==> config.mk <==
export PLATFORM = sky130hd
export DESIGN_NAME = iob_uart_host_bridge
export DESIGN_NICKNAME = d
export VERILOG_FILES = /design/src/rtl/iob_uart_host_bridge_pkg.sv /design/src/rtl/iob_uart_bridge_fifo.sv /design/src/rtl/iob_uart_host_bridge.sv
export SDC_FILE = /design/constraint.sdc
export NUM_CORES = 1
export LEC_CHECK = 0
export ABC_AREA = 1
export CORE_MARGIN = 2
export CORE_UTILIZATION = 38
export CTS_BUF_LIST = sky130_fd_sc_hd__clkbuf_4 sky130_fd_sc_hd__clkbuf_8
export CTS_CLUSTER_DIAMETER = 150
export DETAILED_ROUTE_END_ITERATION = 10
export MAX_ROUTING_LAYER = met4
export PLACE_DENSITY_LB_ADDON = 0.15
export SYNTH_ARGS = -nofsm -noshare
export SYNTH_HDL_FRONTEND = slang
export SYNTH_SLANG_ARGS = --single-unit
==> constraint.sdc <==
create_clock -name clk -period 2.5 [get_ports clk]
set_clock_uncertainty 0.1 [all_clocks]
set_input_delay 0.375 -clock clk [delete_from_list [all_inputs] [get_ports clk]]
set_output_delay 0.375 -clock clk [all_outputs]
set_load 0.01 [all_outputs]
==> src/rtl/iob_uart_host_bridge_pkg.sv <==
// Shared register map defaults and FSM state encoding for the UART host bridge.
package iob_uart_host_bridge_pkg;

    localparam int DEF_DIV_ADDR     = 1;
    localparam int DEF_TXDATA_ADDR  = 2;
    localparam int DEF_TXEN_ADDR    = 3;
    localparam int DEF_TXREADY_ADDR = 4;
    localparam int DEF_RXDATA_ADDR  = 5;
    localparam int DEF_RXEN_ADDR    = 6;
    localparam int DEF_RXREADY_ADDR = 7;

    localparam logic [3:0] WSTRB_READ = 4'h0;
    localparam logic [3:0] WSTRB_WORD = 4'hF;
    localparam logic [3:0] WSTRB_BYTE = 4'h1;

    typedef enum logic [2:0] {
        INIT_DIV,
        INIT_TXEN,
        INIT_RXEN,
        IDLE,
        POLL_RX,
        READ_RX,
        POLL_TX,
        WRITE_TX
    } state_t;

endpackage

==> src/rtl/iob_uart_bridge_fifo.sv <==
// Byte FIFO with first-word fall-through read port and synchronous reset.
module iob_uart_bridge_fifo #(
    parameter int W     = 8,
    parameter int DEPTH = 16
) (
    input  logic         clk,
    input  logic         reset,
    input  logic         i_push,
    input  logic [W-1:0] i_wdata,
    input  logic         i_pop,
    output logic [W-1:0] o_rdata,
    output logic         o_empty,
    output logic         o_full
);

    localparam int AW = $clog2(DEPTH);
    localparam logic [AW:0] C_FULL = (AW+1)'(DEPTH);

    logic [W-1:0]  r_mem [DEPTH];
    logic [AW-1:0] r_wptr;
    logic [AW-1:0] r_rptr;
    logic [AW:0]   r_count;
    logic          w_push;
    logic          w_pop;

    assign o_empty = (r_count == '0);
    assign o_full  = (r_count == C_FULL);
    assign o_rdata = r_mem[r_rptr];

    // A full FIFO still takes a push when the head leaves in the same cycle.
    assign w_pop  = i_pop & ~o_empty;
    assign w_push = i_push & (~o_full | w_pop);

    always_ff @(posedge clk) begin
        if (w_push) begin
            r_mem[r_wptr] <= i_wdata;
        end
    end

    always_ff @(posedge clk) begin
        if (reset) begin
            r_wptr  <= '0;
            r_rptr  <= '0;
            r_count <= '0;
        end else begin
            if (w_push) begin
                r_wptr <= r_wptr + 1'b1;
            end
            if (w_pop) begin
                r_rptr <= r_rptr + 1'b1;
            end
            if (w_push && !w_pop) begin
                r_count <= r_count + 1'b1;
            end else if (w_pop && !w_push) begin
                r_count <= r_count - 1'b1;
            end
        end
    end

endmodule

==> src/rtl/iob_uart_host_bridge.sv <==
// Bridges host byte streams to a polled UART register bus: initialises the
// UART, then alternates between draining RX and feeding TX through two FIFOs.
module iob_uart_host_bridge
    import iob_uart_host_bridge_pkg::*;
#(
    parameter int DATA_W       = 32,
    parameter int ADDR_W       = 3,
    parameter int FIFO_DEPTH   = 16,
    parameter int TIMEOUT      = 1024,
    parameter int DIV_ADDR     = DEF_DIV_ADDR,
    parameter int TXDATA_ADDR  = DEF_TXDATA_ADDR,
    parameter int TXEN_ADDR    = DEF_TXEN_ADDR,
    parameter int TXREADY_ADDR = DEF_TXREADY_ADDR,
    parameter int RXDATA_ADDR  = DEF_RXDATA_ADDR,
    parameter int RXEN_ADDR    = DEF_RXEN_ADDR,
    parameter int RXREADY_ADDR = DEF_RXREADY_ADDR
) (
    input  logic              clk,
    input  logic              reset,
    input  logic [DATA_W-1:0] div,
    output logic              uart_valid,
    output logic [ADDR_W-1:0] uart_addr,
    output logic [DATA_W-1:0] uart_wdata,
    output logic [3:0]        uart_wstrb,
    input  logic [DATA_W-1:0] uart_rdata,
    input  logic              uart_ready,
    input  logic [7:0]        tx_data,
    input  logic              tx_valid,
    output logic              tx_ready,
    output logic [7:0]        rx_data,
    output logic              rx_valid,
    input  logic              rx_ready,
    output logic              init_done,
    output logic              err
);

    localparam int TW = $clog2(TIMEOUT) + 1;

    state_t            r_state;
    state_t            w_next_state;
    logic              r_valid;
    logic [ADDR_W-1:0] r_addr;
    logic [DATA_W-1:0] r_wdata;
    logic [3:0]        r_wstrb;
    logic [TW-1:0]     r_wait;
    logic              r_init_done;
    logic              r_err;

    logic              w_done;
    logic              w_timeout;
    logic              w_flag;
    logic              w_req;
    logic [ADDR_W-1:0] w_req_addr;
    logic [DATA_W-1:0] w_req_wdata;
    logic [3:0]        w_req_wstrb;
    logic              w_rx_push;
    logic              w_tx_pop;
    logic              w_tx_push;
    logic              w_rx_full;
    logic              w_rx_empty;
    logic              w_tx_full;
    logic              w_tx_empty;
    logic [7:0]        w_tx_head;
    logic [7:0]        w_rx_head;
    logic              w_unused_rdata;

    assign w_done         = r_valid & uart_ready;
    assign w_timeout      = r_valid & ~uart_ready & (r_wait == TW'(TIMEOUT - 1));
    assign w_flag         = uart_rdata[0];
    assign w_unused_rdata = ^uart_rdata;
    assign w_tx_push      = tx_valid & tx_ready;

    always_ff @(posedge clk) begin
        if (reset) begin
            r_state <= INIT_DIV;
        end else begin
            r_state <= w_next_state;
        end
    end

    // Init states simply hold on timeout, which reissues the same write.
    always_comb begin
        w_next_state = r_state;
        case (r_state)
            INIT_DIV:  if (w_done) w_next_state = INIT_TXEN;
            INIT_TXEN: if (w_done) w_next_state = INIT_RXEN;
            INIT_RXEN: if (w_done) w_next_state = IDLE;
            IDLE: begin
                if (!w_rx_full) begin
                    w_next_state = POLL_RX;
                end else if (!w_tx_empty) begin
                    w_next_state = POLL_TX;
                end
            end
            POLL_RX: begin
                if (w_done) begin
                    w_next_state = w_flag ? READ_RX : (w_tx_empty ? IDLE : POLL_TX);
                end else if (w_timeout) begin
                    w_next_state = IDLE;
                end
            end
            READ_RX: begin
                if (w_done) begin
                    w_next_state = w_tx_empty ? IDLE : POLL_TX;
                end else if (w_timeout) begin
                    w_next_state = IDLE;
                end
            end
            POLL_TX: begin
                if (w_done) begin
                    w_next_state = w_flag ? WRITE_TX : IDLE;
                end else if (w_timeout) begin
                    w_next_state = IDLE;
                end
            end
            WRITE_TX:  if (w_done || w_timeout) w_next_state = IDLE;
            default:   w_next_state = INIT_DIV;
        endcase
    end

    always_comb begin
        w_req       = 1'b1;
        w_req_addr  = '0;
        w_req_wdata = '0;
        w_req_wstrb = WSTRB_READ;
        w_rx_push   = 1'b0;
        w_tx_pop    = 1'b0;
        case (r_state)
            INIT_DIV: begin
                w_req_addr  = ADDR_W'(DIV_ADDR);
                w_req_wdata = div;
                w_req_wstrb = WSTRB_WORD;
            end
            INIT_TXEN: begin
                w_req_addr  = ADDR_W'(TXEN_ADDR);
                w_req_wdata = DATA_W'(1);
                w_req_wstrb = WSTRB_WORD;
            end
            INIT_RXEN: begin
                w_req_addr  = ADDR_W'(RXEN_ADDR);
                w_req_wdata = DATA_W'(1);
                w_req_wstrb = WSTRB_WORD;
            end
            IDLE:    w_req = 1'b0;
            POLL_RX: w_req_addr = ADDR_W'(RXREADY_ADDR);
            READ_RX: begin
                w_req_addr = ADDR_W'(RXDATA_ADDR);
                w_rx_push  = w_done;
            end
            POLL_TX: w_req_addr = ADDR_W'(TXREADY_ADDR);
            WRITE_TX: begin
                w_req_addr  = ADDR_W'(TXDATA_ADDR);
                w_req_wdata = DATA_W'(w_tx_head);
                w_req_wstrb = WSTRB_BYTE;
                w_tx_pop    = w_done;
            end
            default: w_req = 1'b0;
        endcase
    end

    // The request is latched on issue and held until completion or timeout; the
    // new state's first cycle always has uart_valid low, giving the drop cycle.
    always_ff @(posedge clk) begin
        if (reset) begin
            r_valid <= 1'b0;
            r_addr  <= '0;
            r_wdata <= '0;
            r_wstrb <= '0;
            r_wait  <= '0;
        end else if (r_valid) begin
            if (w_done || w_timeout) begin
                r_valid <= 1'b0;
                r_addr  <= '0;
                r_wdata <= '0;
                r_wstrb <= '0;
            end else begin
                r_wait <= r_wait + 1'b1;
            end
        end else if (w_req) begin
            r_valid <= 1'b1;
            r_addr  <= w_req_addr;
            r_wdata <= w_req_wdata;
            r_wstrb <= w_req_wstrb;
            r_wait  <= '0;
        end
    end

    always_ff @(posedge clk) begin
        if (reset) begin
            r_init_done <= 1'b0;
            r_err       <= 1'b0;
        end else begin
            if (r_state == INIT_RXEN && w_done) begin
                r_init_done <= 1'b1;
            end
            if (w_timeout) begin
                r_err <= 1'b1;
            end
        end
    end

    iob_uart_bridge_fifo #(
        .W     (8),
        .DEPTH (FIFO_DEPTH)
    ) u_tx_fifo (
        .clk     (clk),
        .reset   (reset),
        .i_push  (w_tx_push),
        .i_wdata (tx_data),
        .i_pop   (w_tx_pop),
        .o_rdata (w_tx_head),
        .o_empty (w_tx_empty),
        .o_full  (w_tx_full)
    );

    iob_uart_bridge_fifo #(
        .W     (8),
        .DEPTH (FIFO_DEPTH)
    ) u_rx_fifo (
        .clk     (clk),
        .reset   (reset),
        .i_push  (w_rx_push),
        .i_wdata (uart_rdata[7:0]),
        .i_pop   (rx_ready),
        .o_rdata (w_rx_head),
        .o_empty (w_rx_empty),
        .o_full  (w_rx_full)
    );

    assign uart_valid = r_valid;
    assign uart_addr  = r_addr;
    assign uart_wdata = r_wdata;
    assign uart_wstrb = r_wstrb;
    assign init_done  = r_init_done;
    assign err        = r_err;
    assign tx_ready   = r_init_done & ~w_tx_full;
    assign rx_valid   = ~w_rx_empty;
    assign rx_data    = w_rx_head;

endmodule

==> reports/qor.yml, run 1 <==
status:
  status: "finished, violations left"
  violations: "setup timing"
cts:
  path_clk_slew_ns: 0.06
  clock_latency_ns: 0.64
  htreeDepth: 2
  hold_buffers: 0
  cts_buffers: 58
  cts_tree: "yes"
  clock-sinks: 344
  root_buffer: "clkbuf_8"
  clk_path_buf_depth: 3
drt:
  routed_wl_um: 36600
  viasPerCell: 4.76
  via_count: 10814
  ant_nets: 0
  drc: 0
  firstDrtPassIters: 6
  drtIter0Drc: 606
  wl_per_cell_um: 16.1
cells_and_area:
  nets: 1804
  layout.cells.non_filler: 2271
  n_antenna_cell: 0
  drive_gt1_share_pct: 15.8
  area.growth.synth_to_final_pct: 25.5
synth:
  synth_cells: 1495
  async_flop_share_pct: 0
  synth_area_leader_cell: "edfxtp_1"
  post-synth-top-area-fraction_pct: 51.6
  seq_area_frac_synth_pct: 63.5
  syn_nets: 1595
  synth_warnings: 0
  synth_edf_count: 256
  synth_top_cells_by_count: "360 x nand2_1, 256 x edfxtp_1, 214 x inv_1"
  synth.distinct_cells: 33
  syn_avg_cell_area_um2: 9.96
  syn_area_um2: 14900
  synth.most_common_cell: "nand2_1"
  synth_top_flop_cell: "edfxtp_1"
  ys_ff_latch: 344
  ys_top_cells_by_area: "edfxtp_1 52%, dfxtp_1 12%, nand2_1 9.1%, inv_1 5.4%, nand3_1 4.0%"
grt:
  grt_pass1_vias: 10854
  antenna_found_initial: 0
  grt.overflow.total: 0
  grt_usage_pct: 18.7
  grt_max_degree: 80
  grt_pass1_wl_um: 58000
sta:
  min_period_over_period_pct: 104
  min_period_ns: 2.59
  relSlewSlack_pct: 41.1
  fin_ws_ns: -0.0887
  slew_viol_final: 0
  hold_violations: 0
  finalSetupViolCount: 8
  worst_slew_pin_slew_ns: 0.881
  fin_worst_hold_slack_ns: 0.194
  rsz0062_at_grt: "yes"
  fmax_mhz: 386
floorplanning:
  start_util_pct: 38.5
  die_h_um: 202
  io_pins: 129
  rows: 72
  coreArea_um2: 38600
  die_area_um2: 40800
  die_w_um: 202
flow_run:
  cap_violations: 0
critical_path:
  cp-start-kind: "flop"
  worstPathMaxFanout: 7
  crit_required_ns: 2.03
  r2r_slack_ns: 0.18
  arrival_ns: 2.11
  crit_path_end_kind: "output port"
  setup.worst_path.class: "flop to output port"
place:
  placed_cells: 2135
  hpwl_um: 22800
  port_buffers: 104
  globalplace.congestion: 0.843
pwr:
  power_density_nw_per_um2: 751
  leakage_uw: 0.00751
  peakVddDrop_mv: 0.392
min_path:
  hold_class: "input pin to flop"
==> critical path, cell delays in order (launching register included) <==
cell and delay [ns]:
dfxtp_4 0.45, buf_6 0.16, buf_12 0.11, buf_6 0.09, mux2i_1 0.17, o211ai_1 0.11
nand3_1 0.15, nand2_1 0.08, buf_2 0.14
==> power by group <==
| group | switching, µW | internal [µW] |
|---|---|---|
| sequential | 109 | 6250 |
| combinational | 1280 | 1270 |
| clock | 2280 | 2850 |
==> state kept, by name (all words and copies together) (netlist names), named ones only <==
name               flops
err                    1
uart_valid             1
u_tx_fifo.r_count      5
u_tx_fifo.r_rptr       4
uart_wdata            32
u_rx_fifo.r_mem      128
u_rx_fifo.r_count      5
uart_wstrb             2
r_wait                11
u_tx_fifo.r_wptr       4
init_done              1
u_rx_fifo.r_rptr       4
u_rx_fifo.r_wptr       4
uart_addr              3
u_tx_fifo.r_mem      128
r_state                3
==> layout by cell type (no fill, tap or decap), drive strengths merged, types with 83 or more instances in the layout <==
cell type	count
buf	114
edfxtp	256
nand3	120
nand2	362
clkbuf	87
nor2	83
inv	217
dfxtp	88
clkdlybuf4s50	94
a21oi	106
==> kinds of logic (layout without fill, tap and decap cells) <==
family          count (synthesis)  count (layout)  share of synthesized area [%]
xor+xnor                        6               6                          0.353
fa+ha+maj                      23              23                           2.03
compound gates                207             207                           7.63
buf+inv                       282             540                           7.43
mux                            32              32                           2.15
flops                         344             344                           63.5
simple gates                  601             601                           16.9
==> metrics by stage <==
stage | instance area (µm²) | util (%) | setup WS [ns] | TNS [ns] | total power, µW
global route | 18700 | 48.4 | -0.219 | -1.61 | 14700
CTS | 18500 | 47.9 | -0.163 | -0.976 | 14100
floorplan | 14900 | - | 0.0106 | 0 | 7600
finish | 18700 | 48.4 | -0.0887 | -0.404 | 14000
detailed placement | 17000 | 44.0 | -0.334 | -1.39 | 8500
global placement | 17000 | 44.0 | -0.286 | -0.990 | 8480
==> path summary, 6_finish.rpt <==
kind,start,end,depth (start not counted)
max reg2reg,u_rx_fifo.r_count[0],u_rx_fifo.r_count[4],18
min,div[25],uart_wdata[25],3
max,flop,rx_data[0],8
min reg2reg,uart_wdata[11],uart_wdata[11],2
==> layout make-up <==
class	count	area (µm²)
multi-input combinational	869	4440
sequential	344	9470
tap	518	648
clock buffer	83	1020
clock inverter	26	176
inverter	217	815
timing repair buffer	214	2120
fill	3568	20000
==> routing by layer <==
metal / track usage [%] / wire length [µm]
met1: 24.3 / 16900
met2: 29.5 / 16900
met3: 4.10 / 2030
met4: 5.49 / 809
met5: - / 0
==> repair_timing <==
item / CTS / global route
setup endpoints to repair: 9 / 14
gates cloned: 5 / 4
pin swaps: 20 / 27
buffers inserted: 15 / 6
gates resized for setup: 68 / 38
No activity file was read; power rests on OpenSTA's default activity.
==> inputs of run 2 (changes only) <==
--- a/config.mk
+++ b/config.mk
@@ -6,7 +6,7 @@
 export NUM_CORES = 1
 export LEC_CHECK = 0
 export ABC_AREA = 1
-export CORE_MARGIN = 2
+export CORE_MARGIN = 3
 export CORE_UTILIZATION = 38
 export CTS_BUF_LIST = sky130_fd_sc_hd__clkbuf_4 sky130_fd_sc_hd__clkbuf_8
 export CTS_CLUSTER_DIAMETER = 150
==> reports/qor.yml, run 2 (same netlist as run 1, synthesis figures left out) <==
cells_and_area:
  nets: 1800  # was 1,804
  fill_cells: 3560  # was 3,568
  fin_area_um2: 18500  # was 18,700 µm²
  multi_input_area_um2: 4440  # unchanged
  final_common_cell: "nand2_1"  # unchanged
  layout_common_cells: "357 x nand2_1, 256 x edfxtp_1, 204 x inv_1"  # was 358 x nand2_1, 256 x edfxtp_1, 211 x inv_1
  area.growth.synth_to_final_pct: 24.0  # was 25.5%
  n_antenna_cell: 0  # unchanged
  seq_area_um2: 9470  # unchanged
  drive_gt1_share_pct: 15.5  # was 15.8%
drt:
  drtIter0Drc: 603  # was 606
  drc: 0  # unchanged
  viasPerCell: 4.75  # was 4.76
  routed_wl_um: 35800  # was 36,600 µm
  firstDrtPassIters: 5  # was 6
  wl_per_cell_um: 15.9  # was 16.1 µm
  ant_nets: 0  # unchanged
  via_count: 10736  # was 10.8k
critical_path:
  worstPathMaxFanout: 5  # was 7
  setup.worst_path.class: "flop to output port"  # unchanged
  crit_required_ns: 2.03  # about the same
  cp-start-kind: "flop"  # unchanged
  r2r_start: "u_rx_fifo.r_count[3]"  # was u_rx_fifo.r_count[0]
  cp_slowest_stage_delay_ns: 0.40  # was 0.45 ns
  crit_path_top_delay_cell: "dfxtp_4"  # unchanged
  crit_path_end_kind: "output port"  # unchanged
  crit_chain: "buf_8 > buf_6 > mux2i_1 > o21ai_1 > o211ai_1 > nand2_1 > buf_2"  # was buf_6 > buf_12 > buf_6 > mux2i_1 > o211ai_1 > nand3_1 > nand2_1 > buf_2
  arrival_ns: 2.07  # was 2.11 ns
flow_run:
  cap_violations: 0  # unchanged
pwr:
  peakVddDrop_mv: 0.484  # was 0.392 mV
  clkPwrFrac_pct: 35.8  # was 36.5%
  leakage_uw: 0.00740  # was 0.00751 µW
  switching_share_pct: 26.8  # was 26.1%
  p_int_uw: 9900  # was 10,400 µW
  p_seq_share_pct: 46.9  # was 45.3%
  power.switching_uw: 3630  # was 3670 µW
  p_comb_share_pct: 17.4  # was 18.2%
  power_density_nw_per_um2: 733  # was 751 nW/µm²
sta:
  fin_ws_ns: -0.0481  # was -0.0887 ns
  worst_slew_pin_slew_ns: 0.855  # was 0.881 ns
  rsz0062_at_grt: "yes"  # unchanged
  relSlewSlack_pct: 42.8  # was 41.1%
  fmax_mhz: 392  # was 386 MHz
  hold_violations: 0  # unchanged
  min_period_ns: 2.55  # was 2.59 ns
  finalSetupViolCount: 1  # was 8
  min_period_over_period_pct: 102  # was 104%
  final.setup.tns_ns: -0.0481  # was -0.404 ns
  slew_viol_final: 0  # unchanged
  fin_worst_hold_slack_ns: 0.0948  # was 0.194 ns
floorplanning:
  io_pins: 129  # unchanged
  die_h_um: 204  # was 202 µm
  coreArea_um2: 38100  # was 38,600 µm²
  rows: 71  # was 72
  die_area_um2: 41600  # was 40,800 µm²
  die_w_um: 204  # was 202 µm
  start_util_pct: 39.1  # was 38.5%
min_path:
  min_from: "reset"  # was div[25]
  hold_class: "input pin to flop"  # unchanged
grt:
  grt_pass1_vias: 10457  # was 10.9k
  grt_max_degree: 55  # was 80
  grt_usage_pct: 17.6  # was 18.7%
  grt_pass1_wl_um: 56400  # was 58,000 µm
  antenna_found_initial: 0  # unchanged
  grt.overflow.total: 0  # unchanged
cts:
  cts_tree: "yes"  # unchanged
  clock-sinks: 344  # unchanged
  root_buffer: "clkbuf_8"  # unchanged
  path_clk_slew_ns: 0.06  # about the same
  clk_path_buf_depth: 3  # unchanged
  htreeDepth: 2  # unchanged
  cts_buffers: 58  # unchanged
  clock_latency_ns: 0.65  # was 0.64 ns
  hold_buffers: 0  # unchanged
status:
  violations: "setup timing"  # unchanged
  status: "finished, violations left"  # unchanged
place:
  port_buffers: 104  # unchanged
  pre_cts_ws_ns: -0.375  # was -0.334 ns
  globalplace.congestion: 0.827  # was 0.843
  dpl_cell_area_um2: 17100  # was 17,000 µm²
  hpwl_um: 23200  # was 22,800 µm
[run 2: cell count changes in the layout (fill, tap and decap cells not counted), moves of 3 or more]
cell | before | now
buf_12 | 13 | 6
clkinv_2 | 9 | 6
inv_1 | 211 | 204
clkbuf_8 | 64 | 61
clkinv_1 | 13 | 20
inv_2 | 5 | 9
[run 2: final timing paths]
path / to / slack (ns) / depth (start not counted)
worst max-delay path: rx_data[3] / -0.05 / 7
worst min-delay path: u_rx_fifo.r_count[3] / 0.09 / 4
worst max register to register: u_rx_fifo.r_count[4] / 0.19 / 17
worst min register to register: err / 0.35 / 2
[run 2: critical path: cells and delay by family, from the launching register on]
kind,cells,cell delay [ns]
DFF,1,0.40
buffers and inverters,3,0.40
AOI/OAI and AO/OA,2,0.32
muxes,1,0.18
and+or+nand+nor,1,0.12
[run 2: cell type report]
class / count / area share, %
clock buffers: 79 / 5.28
repair buffers: 210 / 10.7
multi-input cells: 869 / 24.0
inverters: 217 / 4.47
well taps: 511 / 3.46
clock inverters: 28 / 0.786
flip-flops and latches: 344 / 51.3
[run 2: through the flow]
| step | utilization [%] | instances | total power [µW] |
|---|---|---|---|
| floorplan | - | 1495 | 7600 |
| global placement | 44.7 | 2138 | 8540 |
| detailed placement | 44.7 | 2138 | 8560 |
| CTS | 47.9 | 2252 | 13500 |
| finish | 48.5 | 2258 | 13500 |
| global route | 48.5 | 2258 | 14200 |
[run 2: routing by layer]
metal | GRT usage (%) | vias to the layer above | share of wire [%]
met1 | 23.6 | 5047 | 46
met4 | 4.45 | 0 | 1.7
met3 | 4.17 | 51 | 6.2
met2 | 27.4 | 263 | 46
li1 | - | 5375 | -
met5 | - | - | 0
[run 2: repair_timing]
| action | in CTS | in global routing |
|---|---|---|
| gates resized for setup | 58 | 50 |
| cloned | 0 | 4 |
| setup endpoints to repair | 10 | 12 |
| buffers inserted | 9 | 3 |
| pin swaps | 21 | 29 |
[run 2: power by group through the flow]
stage	Clock (µW)	Combinational [µW]	Sequential (µW)
3_3_place_gp	0	2070	6480
6_report	4840	2350	6340
3_5_place_dp	0	2080	6480
4_1_cts	5020	2170	6330
2_1_floorplan	0	1170	6440
5_1_grt	5260	2610	6350
==> inputs of run 3 (changes only) <==
--- a/config.mk
+++ b/config.mk
@@ -6,11 +6,13 @@
 export NUM_CORES = 1
 export LEC_CHECK = 0
 export ABC_AREA = 1
+export CORE_ASPECT_RATIO = 0.7
 export CORE_MARGIN = 3
 export CORE_UTILIZATION = 38
 export CTS_BUF_LIST = sky130_fd_sc_hd__clkbuf_4 sky130_fd_sc_hd__clkbuf_8
 export CTS_CLUSTER_DIAMETER = 150
 export DETAILED_ROUTE_END_ITERATION = 10
+export GPL_ROUTABILITY_DRIVEN = 0
 export MAX_ROUTING_LAYER = met4
 export PLACE_DENSITY_LB_ADDON = 0.15
 export SYNTH_ARGS = -nofsm -noshare
==> constraint.sdc (replaced) <==
create_clock -name clk -period 3 [get_ports clk]
set_clock_uncertainty 0.1 [all_clocks]
set_input_delay 0.45 -clock clk [delete_from_list [all_inputs] [get_ports clk]]
set_output_delay 0.45 -clock clk [all_outputs]
set_load 0.01 [all_outputs]
==> reports/qor.yml, run 3 (same netlist as run 1, synthesis figures left out) <==
sta:
  rsz0062_at_grt: "no"  # was yes
  worst_slew_pin_slew_ns: 0.826  # was 0.855 ns
  min_period_over_period_pct: 91.3
  slew_viol_final: 0  # unchanged
  finalSetupViolCount: 0  # was 1
  min_period_ns: 2.74
  fin_worst_hold_slack_ns: 0.325  # was 0.0948 ns
  relSlewSlack_pct: 44.8  # was 42.8%
  final.setup.tns_ns: 0  # was -0.0481 ns
  hold_violations: 0  # unchanged
  fmax_mhz: 365
drt:
  ant_nets: 0  # unchanged
  routed_wl_um: 36400  # was 35,800 µm
  viasPerCell: 4.75  # about the same
  firstDrtPassIters: 5  # unchanged
  wl_per_cell_um: 16.4  # was 15.9 µm
  drc: 0  # unchanged
  drtIter0Drc: 946  # was 603
  via_count: 10569  # was 10.7k
pwr:
  peakVddDrop_mv: 0.385  # was 0.484 mV
  leakage_uw: 0.00720  # was 0.00740 µW
  power_density_nw_per_um2: 615  # was 733 nW/µm²
cts:
  cts_tree: "yes"  # unchanged
  clock_latency_ns: 0.61  # was 0.65 ns
  root_buffer: "clkbuf_8"  # unchanged
  htreeDepth: 2  # unchanged
  path_clk_slew_ns: 0.06  # about the same
  clk_path_buf_depth: 3  # unchanged
  clock-sinks: 344  # unchanged
  cts_buffers: 54  # was 58
cells_and_area:
  nets: 1762  # was 1,800
  drive_gt1_share_pct: 11.3  # was 15.5%
  layout_common_cells: "360 x nand2_1, 256 x edfxtp_1, 213 x inv_1"  # was 357 x nand2_1, 256 x edfxtp_1, 204 x inv_1
  area.growth.synth_to_final_pct: 21.1  # was 24.0%
  n_antenna_cell: 0  # unchanged
  final_common_cell: "nand2_1"  # unchanged
critical_path:
  r2r_start: "u_rx_fifo.r_count[0]"  # was u_rx_fifo.r_count[3]
  setup.worst_path.class: "flop to output port"  # unchanged
  cp-start-kind: "flop"  # unchanged
  crit_path_end_kind: "output port"  # unchanged
  crit_path_top_delay_cell: "dfxtp_2"  # was dfxtp_4
  crit_family: "buffers and inverters"  # was flip-flops
  worstPathMaxFanout: 14  # was 5
  crit_chain: "inv_2 > buf_4 > o211ai_1 > nand3_1 > nand2_1 > dlygate4sd2_1"  # was buf_8 > buf_6 > mux2i_1 > o21ai_1 > o211ai_1 > nand2_1 > buf_2
  arrival_ns: 2.19  # was 2.07 ns
  crit_required_ns: 2.45  # was 2.03 ns
  cp_slowest_stage_delay_ns: 0.45  # was 0.40 ns
  cp_num_buf_inv: 3  # unchanged
min_path:
  hold_class: "input pin to flop"  # unchanged
  min_from: "div[11]"  # was reset
status:
  status: "finished clean"  # was finished, violations left
place:
  port_buffers: 104  # unchanged
  hpwl_um: 23300  # was 23,200 µm
floorplanning:
  coreArea_um2: 37900  # was 38,100 µm²
  die_h_um: 172  # was 204 µm
  start_util_pct: 39.3  # was 39.1%
  rows: 59  # was 71
  die_w_um: 243  # was 204 µm
  io_pins: 129  # unchanged
  die_area_um2: 41600  # about the same
flow_run:
  cap_violations: 0  # unchanged
grt:
  grt_max_degree: 55  # unchanged
  grt_usage_pct: 17.9  # was 17.6%
  grt_pass1_vias: 10166  # was 10.5k
  grt.overflow.total: 0  # unchanged
  grt_pass1_wl_um: 56500  # was 56,400 µm
  antenna_found_initial: 1  # was 0
-- run 3: path summary, 6_finish.rpt --
| path | end | slack (ns) | cells after the start |
|---|---|---|---|
| worst max register to register | u_rx_fifo.r_count[4] | 0.32 | 18 |
| worst min-delay path | uart_wdata[11] | 0.32 | 3 |
| worst max-delay path | rx_data[4] | 0.26 | 6 |
| worst min register to register | err | 0.35 | 2 |
-- run 3: report_power, final --
part | internal [µW] | switching [µW]
clock | 2250 | 1820
combinational | 750 | 978
sequential | 5200 | 88.5
-- run 3: tightest hold or removal path, stage by stage --
cell and delay [ns]:
clkdlybuf4s50_1 0.39, nand2_1 0.06, a21oi_1 0.05
-- run 3: cell type report --
class / instances / area (µm²)
clock inverters: 16 / 96.3
well taps: 518 / 648
clock buffers: 85 / 1030
fillers: 3538 / 19800
inverters: 217 / 815
repair buffers: 176 / 1650
flip-flops and latches: 344 / 9460
multi-input cells: 869 / 4330
-- run 3: metrics by stage --
| step | setup WS [ns] | utilization [%] | instances | power (µW) | area (µm²) |
|---|---|---|---|---|---|
| after floorplan | 0.457 | - | 1495 | 6340 | 14900 |
| after CTS | 0.00165 | 47.5 | 2224 | 11200 | 18000 |
| after global placement | 0.00551 | 44.4 | 2117 | 7020 | 16800 |
| after global routing | 0.0177 | 47.6 | 2225 | 11700 | 18000 |
| after detailed placement | 0.0135 | 44.4 | 2117 | 7030 | 16800 |
| final | 0.262 | 47.6 | 2225 | 11100 | 18000 |
-- run 3: what timing repair did --
| action | in CTS | in global routing |
|---|---|---|
| hold buffers | 0 | 0 |
| gates cloned | 0 | 1 |
| resized for setup | 8 | 3 |
| endpoints found under the setup margin | 8 | 2 |
| pin swaps | 4 | 2 |
| setup buffers | 6 | 0 |
-- run 3: routing by layer --
| layer | vias up | track usage [%] | wire length (µm) |
|---|---|---|---|
| met5 | - | - | 0 |
| met4 | 0 | 4.49 | 663 |
| met3 | 48 | 4.00 | 2710 |
| met2 | 306 | 24.7 | 14400 |
| met1 | 4913 | 26.6 | 18700 |
| li1 | 5302 | - | - |
